==> config.mk <==
export PLATFORM = sky130hd
export DESIGN_NAME = uart_rx_os16_flat
export DESIGN_NICKNAME = d
export VERILOG_FILES = /design/src/rtl/uart_rx_os16_if.sv /design/src/rtl/uart_rx_os16.sv /design/src/flat_wrapper.sv
export SDC_FILE = /design/constraint.sdc
export NUM_CORES = 1
export LEC_CHECK = 0
export CAP_MARGIN = 5
export CORE_UTILIZATION = 40
export CTS_CLUSTER_SIZE = 14
export DETAILED_ROUTE_END_ITERATION = 7
export SYNTH_ARGS = -nofsm -noshare
export SYNTH_HDL_FRONTEND = slang
export SYNTH_SLANG_ARGS = --single-unit
==> constraint.sdc <==
create_clock -name clk -period 1.7 [get_ports clk]
set_input_delay 0.255 -clock clk [delete_from_list [all_inputs] [get_ports clk]]
set_output_delay 0.255 -clock clk [all_outputs]
set_load 0.01 [all_outputs]
==> src/rtl/uart_rx_os16_if.sv <==
// Receive-side bundle of the 16x oversampling UART receiver: serial line in, byte and status pulses out.
// slave is the receiver's view; master is the line driver / byte consumer.
interface uart_rx_os16_if;
    logic       rx;
    logic [7:0] rxout;
    logic       rxdone;
    logic       frame_err;
    logic       parity_err;

    modport master (
        output rx,
        input  rxout,
        input  rxdone,
        input  frame_err,
        input  parity_err
    );

    modport slave (
        input  rx,
        output rxout,
        output rxdone,
        output frame_err,
        output parity_err
    );
endinterface

==> src/rtl/uart_rx_os16.sv <==
// 8N1 UART receiver, 16x oversampling with mid-bit sampling; all outputs registered.
// Define UART_RX_PARITY_EN to receive 8E1 frames and report even-parity errors.
module uart_rx_os16 #(
    parameter int CLK_FREQ = 1_600_000,
    parameter int BAUD     = 10_000
) (
    input  logic           clk,
    input  logic           rst,
    uart_rx_os16_if.slave  bus
);

    localparam int OSR_DIV = CLK_FREQ / (BAUD * 16);
    localparam int TCW     = (OSR_DIV >= 2) ? $clog2(OSR_DIV) : 1;
    localparam logic [TCW-1:0] TICK_LAST = TCW'(OSR_DIV - 1);

    generate
        if (OSR_DIV < 2) begin : g_osr_chk
            $error("uart_rx_os16: CLK_FREQ/(BAUD*16) must be at least 2");
        end
    endgenerate

`ifdef UART_RX_PARITY_EN
    typedef enum logic [2:0] {
        ST_IDLE   = 3'd0,
        ST_START  = 3'd1,
        ST_DATA   = 3'd2,
        ST_PARITY = 3'd3,
        ST_STOP   = 3'd4,
        ST_BREAK  = 3'd5
    } state_e;

    // Even parity: data bits XOR parity bit must be 0 on a clean frame.
    function automatic logic even_par_err(input logic [7:0] data, input logic par);
        return ^{data, par};
    endfunction
`else
    typedef enum logic [2:0] {
        ST_IDLE   = 3'd0,
        ST_START  = 3'd1,
        ST_DATA   = 3'd2,
        ST_STOP   = 3'd4,
        ST_BREAK  = 3'd5
    } state_e;
`endif

    state_e           state_q, state_d;
    logic             sync1_q;
    logic             rx_s_q;
    logic             rx_prev_q;
    logic [TCW-1:0]   tick_cnt_q, tick_cnt_d;
    logic [3:0]       smp_cnt_q, smp_cnt_d;
    logic [2:0]       bit_idx_q, bit_idx_d;
    logic [7:0]       shift_q, shift_d;
    logic [7:0]       rxout_q, rxout_d;
    logic             rxdone_q, rxdone_d;
    logic             frame_err_q, frame_err_d;
`ifdef UART_RX_PARITY_EN
    logic             par_q, par_d;
    logic             parity_err_q, parity_err_d;
`endif

    logic             tick_s;
    logic             fall_s;

    assign tick_s = (tick_cnt_q == TICK_LAST);
    assign fall_s = rx_prev_q & ~rx_s_q;

    // Two-flop synchronizer plus previous-value register for edge detection; idle-high reset.
    always_ff @(posedge clk) begin
        if (rst) begin
            sync1_q   <= 1'b1;
            rx_s_q    <= 1'b1;
            rx_prev_q <= 1'b1;
        end else begin
            sync1_q   <= bus.rx;
            rx_s_q    <= sync1_q;
            rx_prev_q <= rx_s_q;
        end
    end

    // Next-state, counter and output-pulse logic for the frame FSM.
    always_comb begin
        state_d     = state_q;
        smp_cnt_d   = smp_cnt_q;
        bit_idx_d   = bit_idx_q;
        shift_d     = shift_q;
        rxout_d     = rxout_q;
        rxdone_d    = 1'b0;
        frame_err_d = 1'b0;
`ifdef UART_RX_PARITY_EN
        par_d        = par_q;
        parity_err_d = 1'b0;
`endif

        if ((state_q == ST_IDLE) || (state_q == ST_BREAK)) begin
            tick_cnt_d = '0;
        end else if (tick_s) begin
            tick_cnt_d = '0;
        end else begin
            tick_cnt_d = tick_cnt_q + TCW'(1);
        end

        case (state_q)
            ST_IDLE: begin
                if (fall_s) begin
                    state_d    = ST_START;
                    tick_cnt_d = '0;
                    smp_cnt_d  = 4'd0;
                end else begin
                    smp_cnt_d  = 4'd0;
                end
            end

            ST_START: begin
                if (tick_s) begin
                    if (smp_cnt_q == 4'd7) begin
                        smp_cnt_d = 4'd0;
                        bit_idx_d = 3'd0;
                        if (rx_s_q) begin
                            state_d = ST_IDLE;
                        end else begin
                            state_d = ST_DATA;
                        end
                    end else begin
                        smp_cnt_d = smp_cnt_q + 4'd1;
                    end
                end else begin
                    smp_cnt_d = smp_cnt_q;
                end
            end

            ST_DATA: begin
                if (tick_s) begin
                    if (smp_cnt_q == 4'd15) begin
                        smp_cnt_d = 4'd0;
                        shift_d   = {rx_s_q, shift_q[7:1]};
                        if (bit_idx_q == 3'd7) begin
`ifdef UART_RX_PARITY_EN
                            state_d = ST_PARITY;
`else
                            state_d = ST_STOP;
`endif
                        end else begin
                            bit_idx_d = bit_idx_q + 3'd1;
                        end
                    end else begin
                        smp_cnt_d = smp_cnt_q + 4'd1;
                    end
                end else begin
                    smp_cnt_d = smp_cnt_q;
                end
            end

`ifdef UART_RX_PARITY_EN
            ST_PARITY: begin
                if (tick_s) begin
                    if (smp_cnt_q == 4'd15) begin
                        smp_cnt_d = 4'd0;
                        par_d     = rx_s_q;
                        state_d   = ST_STOP;
                    end else begin
                        smp_cnt_d = smp_cnt_q + 4'd1;
                    end
                end else begin
                    smp_cnt_d = smp_cnt_q;
                end
            end
`endif

            // Leaving at mid-stop lets a back-to-back start edge be caught from IDLE.
            ST_STOP: begin
                if (tick_s) begin
                    if (smp_cnt_q == 4'd15) begin
                        smp_cnt_d = 4'd0;
                        if (rx_s_q) begin
                            rxout_d  = shift_q;
                            rxdone_d = 1'b1;
`ifdef UART_RX_PARITY_EN
                            parity_err_d = even_par_err(shift_q, par_q);
`endif
                            state_d  = ST_IDLE;
                        end else begin
                            frame_err_d = 1'b1;
                            state_d     = ST_BREAK;
                        end
                    end else begin
                        smp_cnt_d = smp_cnt_q + 4'd1;
                    end
                end else begin
                    smp_cnt_d = smp_cnt_q;
                end
            end

            ST_BREAK: begin
                if (rx_s_q) begin
                    state_d = ST_IDLE;
                end else begin
                    state_d = ST_BREAK;
                end
            end

            default: begin
                state_d = ST_IDLE;
            end
        endcase
    end

    // FSM, counters, shift register and registered outputs.
    always_ff @(posedge clk) begin
        if (rst) begin
            state_q     <= ST_IDLE;
            tick_cnt_q  <= '0;
            smp_cnt_q   <= 4'd0;
            bit_idx_q   <= 3'd0;
            shift_q     <= 8'h00;
            rxout_q     <= 8'h00;
            rxdone_q    <= 1'b0;
            frame_err_q <= 1'b0;
`ifdef UART_RX_PARITY_EN
            par_q        <= 1'b0;
            parity_err_q <= 1'b0;
`endif
        end else begin
            state_q     <= state_d;
            tick_cnt_q  <= tick_cnt_d;
            smp_cnt_q   <= smp_cnt_d;
            bit_idx_q   <= bit_idx_d;
            shift_q     <= shift_d;
            rxout_q     <= rxout_d;
            rxdone_q    <= rxdone_d;
            frame_err_q <= frame_err_d;
`ifdef UART_RX_PARITY_EN
            par_q        <= par_d;
            parity_err_q <= parity_err_d;
`endif
        end
    end

    assign bus.rxout     = rxout_q;
    assign bus.rxdone    = rxdone_q;
    assign bus.frame_err = frame_err_q;
`ifdef UART_RX_PARITY_EN
    assign bus.parity_err = parity_err_q;
`else
    assign bus.parity_err = 1'b0;
`endif

endmodule

==> src/flat_wrapper.sv <==
// flat-port wrapper written by rule: the top's interface ports become plain ports
module uart_rx_os16_flat 
#(
    parameter int CLK_FREQ = 1_600_000,
    parameter int BAUD     = 10_000
)
  (clk, rst, bus_rx, bus_rxout, bus_rxdone, bus_frame_err, bus_parity_err);
  uart_rx_os16_if bus_i ();
  input  logic clk;
  input  logic rst;
  input wire logic [$bits(bus_i.rx)-1:0] bus_rx;
  output wire logic [$bits(bus_i.rxout)-1:0] bus_rxout;
  output wire logic [$bits(bus_i.rxdone)-1:0] bus_rxdone;
  output wire logic [$bits(bus_i.frame_err)-1:0] bus_frame_err;
  output wire logic [$bits(bus_i.parity_err)-1:0] bus_parity_err;
  assign bus_i.rx = bus_rx;
  assign bus_rxout = bus_i.rxout;
  assign bus_rxdone = bus_i.rxdone;
  assign bus_frame_err = bus_i.frame_err;
  assign bus_parity_err = bus_i.parity_err;
  uart_rx_os16 #(.CLK_FREQ(CLK_FREQ), .BAUD(BAUD)) u_core (.clk(clk), .rst(rst), .bus(bus_i));
endmodule
* Yosys cells after proc, flatten, opt, wreduce, memory -nomap -nowiden
Cells that the tools add are included.
** Word-level totals
- Bits in registers :: 35
- Input port bits :: 3
- Output and inout port bits :: 11
- Word-level logic and storage cells :: 76
** Operators by class
- Add/sub/neg operators :: 3
- Equal/unequal tests :: 18
- Muxes and demuxes :: 28
- Bitwise operators :: 5
- Reduce and logical (&&, ||, !) cells :: 11
** Operators by type and width (number)
- two-way mux 3 bit :: 14
- two-way mux 4 bit :: 8
- inequality test 2 x 1 -> 1 bit (second input constant) :: 9
- case mux 3 bit (5 select lines) :: 1
- case mux 4 bit (3 select lines) :: 1
- equality test 3 bit (second input constant) :: 3
- adder 4 x 1 -> 4 bit (second input constant) :: 2
- equality test 4 bit (second input constant) :: 2
- AND reduction 8 bit :: 1
- case mux 3 bit (2 select lines) :: 1
- AND reduction 3 bit :: 2
- AND reduction 6 bit :: 1
- equality test 4 x 3 -> 1 bit (second input constant) :: 1
- NOT 1 bit :: 4
- AND reduction 4 bit :: 1
- OR reduction 4 bit :: 1
- adder 3 x 1 -> 3 bit (second input constant) :: 1
- equality test 3 x 1 -> 1 bit (second input constant) :: 1
- equality test 3 x 2 -> 1 bit (second input constant) :: 1
- zero test 3 bit :: 1
- nonzero test 3 bit :: 1
- two-way mux 1 bit :: 2
- two-way mux 2 bit :: 1
- inequality test 2 bit (second input constant) :: 1
- other kinds (4) :: 4

* Longest topological paths before layout
- Word-level depth :: 5
- Gate-level depth with buffers :: 7
- Depth with buffers taken out :: 7

* Worst setup path after synthesis
OpenSTA, ideal clock, no wires.
- Path type :: flip-flop to flip-flop
- Start point :: register u_core.tick_cnt_q[0]
- End point :: register u_core.shift_q[0]
- Library setup time :: 128 ps
- Data arrival time :: 1588 ps
- Required time :: 1572 ps
- Path slack :: -15 ps
- Cell stages (with the launch flop) :: 7
- Path through :: dfxtp_1 -> ha_1 -> nand3b_1 -> or2_2 -> nor2_2 -> mux2i_1 -> nor2_1
** Between the ends
- Cells in the longest elaborated chain, start to end :: 2
** Ends and longest elaborated chain
- from (decl) :: RTL line uart_rx_os16.sv:50 : logic [TCW-1:0] tick_cnt_q, tick_cnt_d;
- from (signal assigned) :: RTL line uart_rx_os16.sv:225 : tick_cnt_q <= tick_cnt_d;
- equality test 4 bit :: RTL line uart_rx_os16.sv:65 : assign tick_s = (tick_cnt_q == TICK_LAST);
- AND reduction 3 bit (no line)
- to (signal assigned) :: RTL line uart_rx_os16.sv:228 : shift_q <= shift_d;
- to (decl) :: RTL line uart_rx_os16.sv:53 : logic [7:0] shift_q, shift_d;
Every way passes these cells.
A chain may end at the register's enable or synchronous reset.

* Worst setup path in the final report
- Start point :: register u_core.smp_cnt_q[0]
- End point :: register u_core.shift_q[1]
** Between the ends
- Cells in the longest elaborated chain, start to end :: 2
** Ends and longest elaborated chain
- from (decl) :: RTL line uart_rx_os16.sv:51 : logic [3:0] smp_cnt_q, smp_cnt_d;
- from (signal assigned) :: RTL line uart_rx_os16.sv:226 : smp_cnt_q <= smp_cnt_d;
- equality test 4 bit :: RTL line uart_rx_os16.sv:134 : if (smp_cnt_q == 4'd15) begin
- AND reduction 3 bit (no line)
Every way passes these cells.

==> metrics.yaml <==
synthesis:
  synth-async-reset-ratio_pct: 0
  synth_top_area_share_pct: 45.53
  ys_types: 39
  synth_edf_count: 0
  seq_area_frac_synth_pct: 45.53
  synthTopCellsByArea: "dfxtp_1 46%, mux2i_1 12%, nor2_1 7.8%"
  synth-seq-cells: 35
  synth.avg_cell_area_sq_um: 9.384
  synth_top_cell_by_area: "dfxtp_1"
  yosysMostFrequentCell: "dfxtp_1"
  yosysWarnings: 0
  syn-cell-area_sq_mm: 0.001539
  syn_inst: 164
  ys.flop_type: "dfxtp_1"
  syn_nets: 172
  synth_common_cells: "35 x dfxtp_1, 32 x nor2_1, 19 x mux2i_1"
floorplanning:
  chipHeight_um: 64.03
  die_w_um: 64.03
  rows: 22
  die-area_sq_mm: 0.004099
  pin_count: 14
  start_util_pct: 41.72
  coreArea_sq_mm: 0.003689
route:
  drt_pass1_iterations: 5
  wl_um: 3276
  via_per_inst: 5.075
  drc: 0
  postRouteAntennaNets: 0
  dr.first_iter.drc_count: 45
  post_drt_wl_per_cell_um: 12.95
  vias: 1284
clock_network:
  clockBufferDepth: 2
  clock_latency_ns: 0.29
  cts_htree_levels: 2
  cts_tree: "built"
  clockRootBuffer: "clkbuf_8"
  cts_buffers: 5
  clk_pin_slew_ns: 0.08
  cts_sinks: 35
  ctsHoldBuffers: 0
cells_and_area:
  multiInputGateArea_sq_um: 850.8
  finalNonFillerCells: 253
  num-fill-cells: 334
  fin_nets: 212
  seq_area_sq_um: 708.2
  final_layout_size_suffix_gt1_share_pct: 30.24
  area_delta_synth_final_pct: 34.23
  antenna_cells: 0
  final_util_pct: 56.00
critical_path:
  critical_path_class: "flip-flop to flip-flop"
  end_kind: "flip-flop"
  cp_max_fo: 8
  critical_path_required_ns: 1.88
  critPathLaunchType: "flip-flop"
  arrival_ns: 1.84
placement:
  place_inst: 242
  dp_hpwl_um: 2321
  gp_congestion: 0.7844
  portBuffers: 12
global_route:
  grt_pass1_wl_um: 5464
  antenna_found_initial: 0
  grtUsageTotal_pct: 17.50
  grt_max_degree: 18
  grt_overflow: 0
  grt_pass1_vias: 1260
sta:
  worst_clock_skew_ns: 0.005622
  finalHoldViolations: 0
  slew_viol_final: 0
  fin_crit_ns: 1.660
  fmax_mhz: 602.4
  fin_crit_sh_pct: 97.65
  fin_setup_tns_ns: 0
  rsz0062_at_grt: "yes"
  finalSetupViolCount: 0
power_and_ir_drop:
  p_per_area_mw_per_mm2: 813.3
  leakage_nw: 0.8726
  p_total_mw: 1.680
  ir_worst_vdd_v: 0.0003920
status:
  status: "completed"
worst_hold_path:
  hold_class: "flip-flop to flip-flop"
flow_run:
  maxCapViolCount: 0
==> per-stage QoR <==
step	setup WS [ns]	instance area, sq um	hold slack (ns)
floorplan	0.04755	1544	0.3588
detailed placement	-0.03413	1894	0.4089
global route	-0.04030	2066	0.4453
finish	0.03991	2066	0.4291
CTS	0.001639	2001	0.4320
global placement	0.05374	1894	0.3944
==> repair_timing <==
item	4_1_cts	5_1_grt
endpoints found under the setup margin	2	12
resized for setup	7	12
pin swaps	3	8
buffers inserted	0	3
==> path summary, 6_finish.rpt <==
kind	depth (start not counted)	slack, ns	startpoint	to
setup / recovery	7	0.04	u_core.smp_cnt_q[0]$_SDFFE_PP0P_	u_core.shift_q[1]$_SDFFE_PP0P_
hold / removal	1	0.43	u_core.sync1_q$_SDFF_PP1_	u_core.rx_s_q$_SDFF_PP1_
setup reg to reg	7	0.04	u_core.smp_cnt_q[0]$_SDFFE_PP0P_	u_core.shift_q[1]$_SDFFE_PP0P_
hold reg to reg	1	0.43	u_core.sync1_q$_SDFF_PP1_	u_core.rx_s_q$_SDFF_PP1_
==> state kept, by name, summed over array words and instances (netlist names) <==
register              flops
u_core.bus.rxout          8
u_core.shift_q            8
u_core.smp_cnt_q          4
u_core.tick_cnt_q         4
u_core.bit_idx_q          3
u_core.state_q            3
u_core.bus.frame_err      1
u_core.bus.rxdone         1
u_core.rx_prev_q          1
u_core.rx_s_q             1
u_core.sync1_q            1
==> critical path: stages (launching register included) <==
cell     delay (ns)
dfxtp_2        0.38
ha_1           0.19
nand3_1        0.16
or2_4          0.30
nor2_4         0.11
buf_12         0.14
mux2i_1        0.20
nor2_1         0.06
==> logic make-up (layout without fill, tap and decap cells) <==
logic type      after synthesis  count (layout)  synth area share, %
flops                        35              35                45.53
buf+inv                      10              51                2.927
other cells                   1               1               0.2437
xor+xnor                      6               6                3.415
simple gates                 72              72                23.50
compound gates               15              15                7.235
fa+ha+maj                     5               5                4.065
mux                          20              20                13.09
==> final cells by class <==
cell class | instances | area share, %
clock inverters | 3 | 0.9691
repair buffers | 41 | 16.96
flip-flops and latches | 35 | 34.28
well taps | 48 | 2.907
inverters | 2 | 0.3634
clock buffers | 5 | 3.331
multi-input cells | 119 | 41.19
==> power breakdown <==
part	switching (mW)	total [mW]	internal (mW)
clock network	0.318	0.603	0.285
registers	0.0195	0.859	0.839
logic	0.118	0.218	0.101
total	0.455	1.68	1.23
==> per-layer routing <==
layer	up-vias	global-route usage [%]	routed length, um
li1	645	-	-
met1	592	21.56	1490
met2	39	27.26	1546
met3	8	4.821	159
met4	0	9.943	80
met5	-	0	0
==> cells in the final DEF, fill, tap and decap left out, drive strengths merged, types with 2 or more instances in the layout <==
cell type and n:
dfxtp 35, nor2 33, buf 29, mux2i 19
clkdlybuf4s50 12, nand2 8, nand3 6, clkbuf 5
ha 5, nor3 4, xor2 4, a21oi 4
nand4 4, or2 4, inv 2, or3b 2
xnor2 2, o31ai 2, a211oi 2, or3 2
and3 2, clkinvlp 2, nand2b 2
Note: power is estimated with default switching activity, not from simulation.
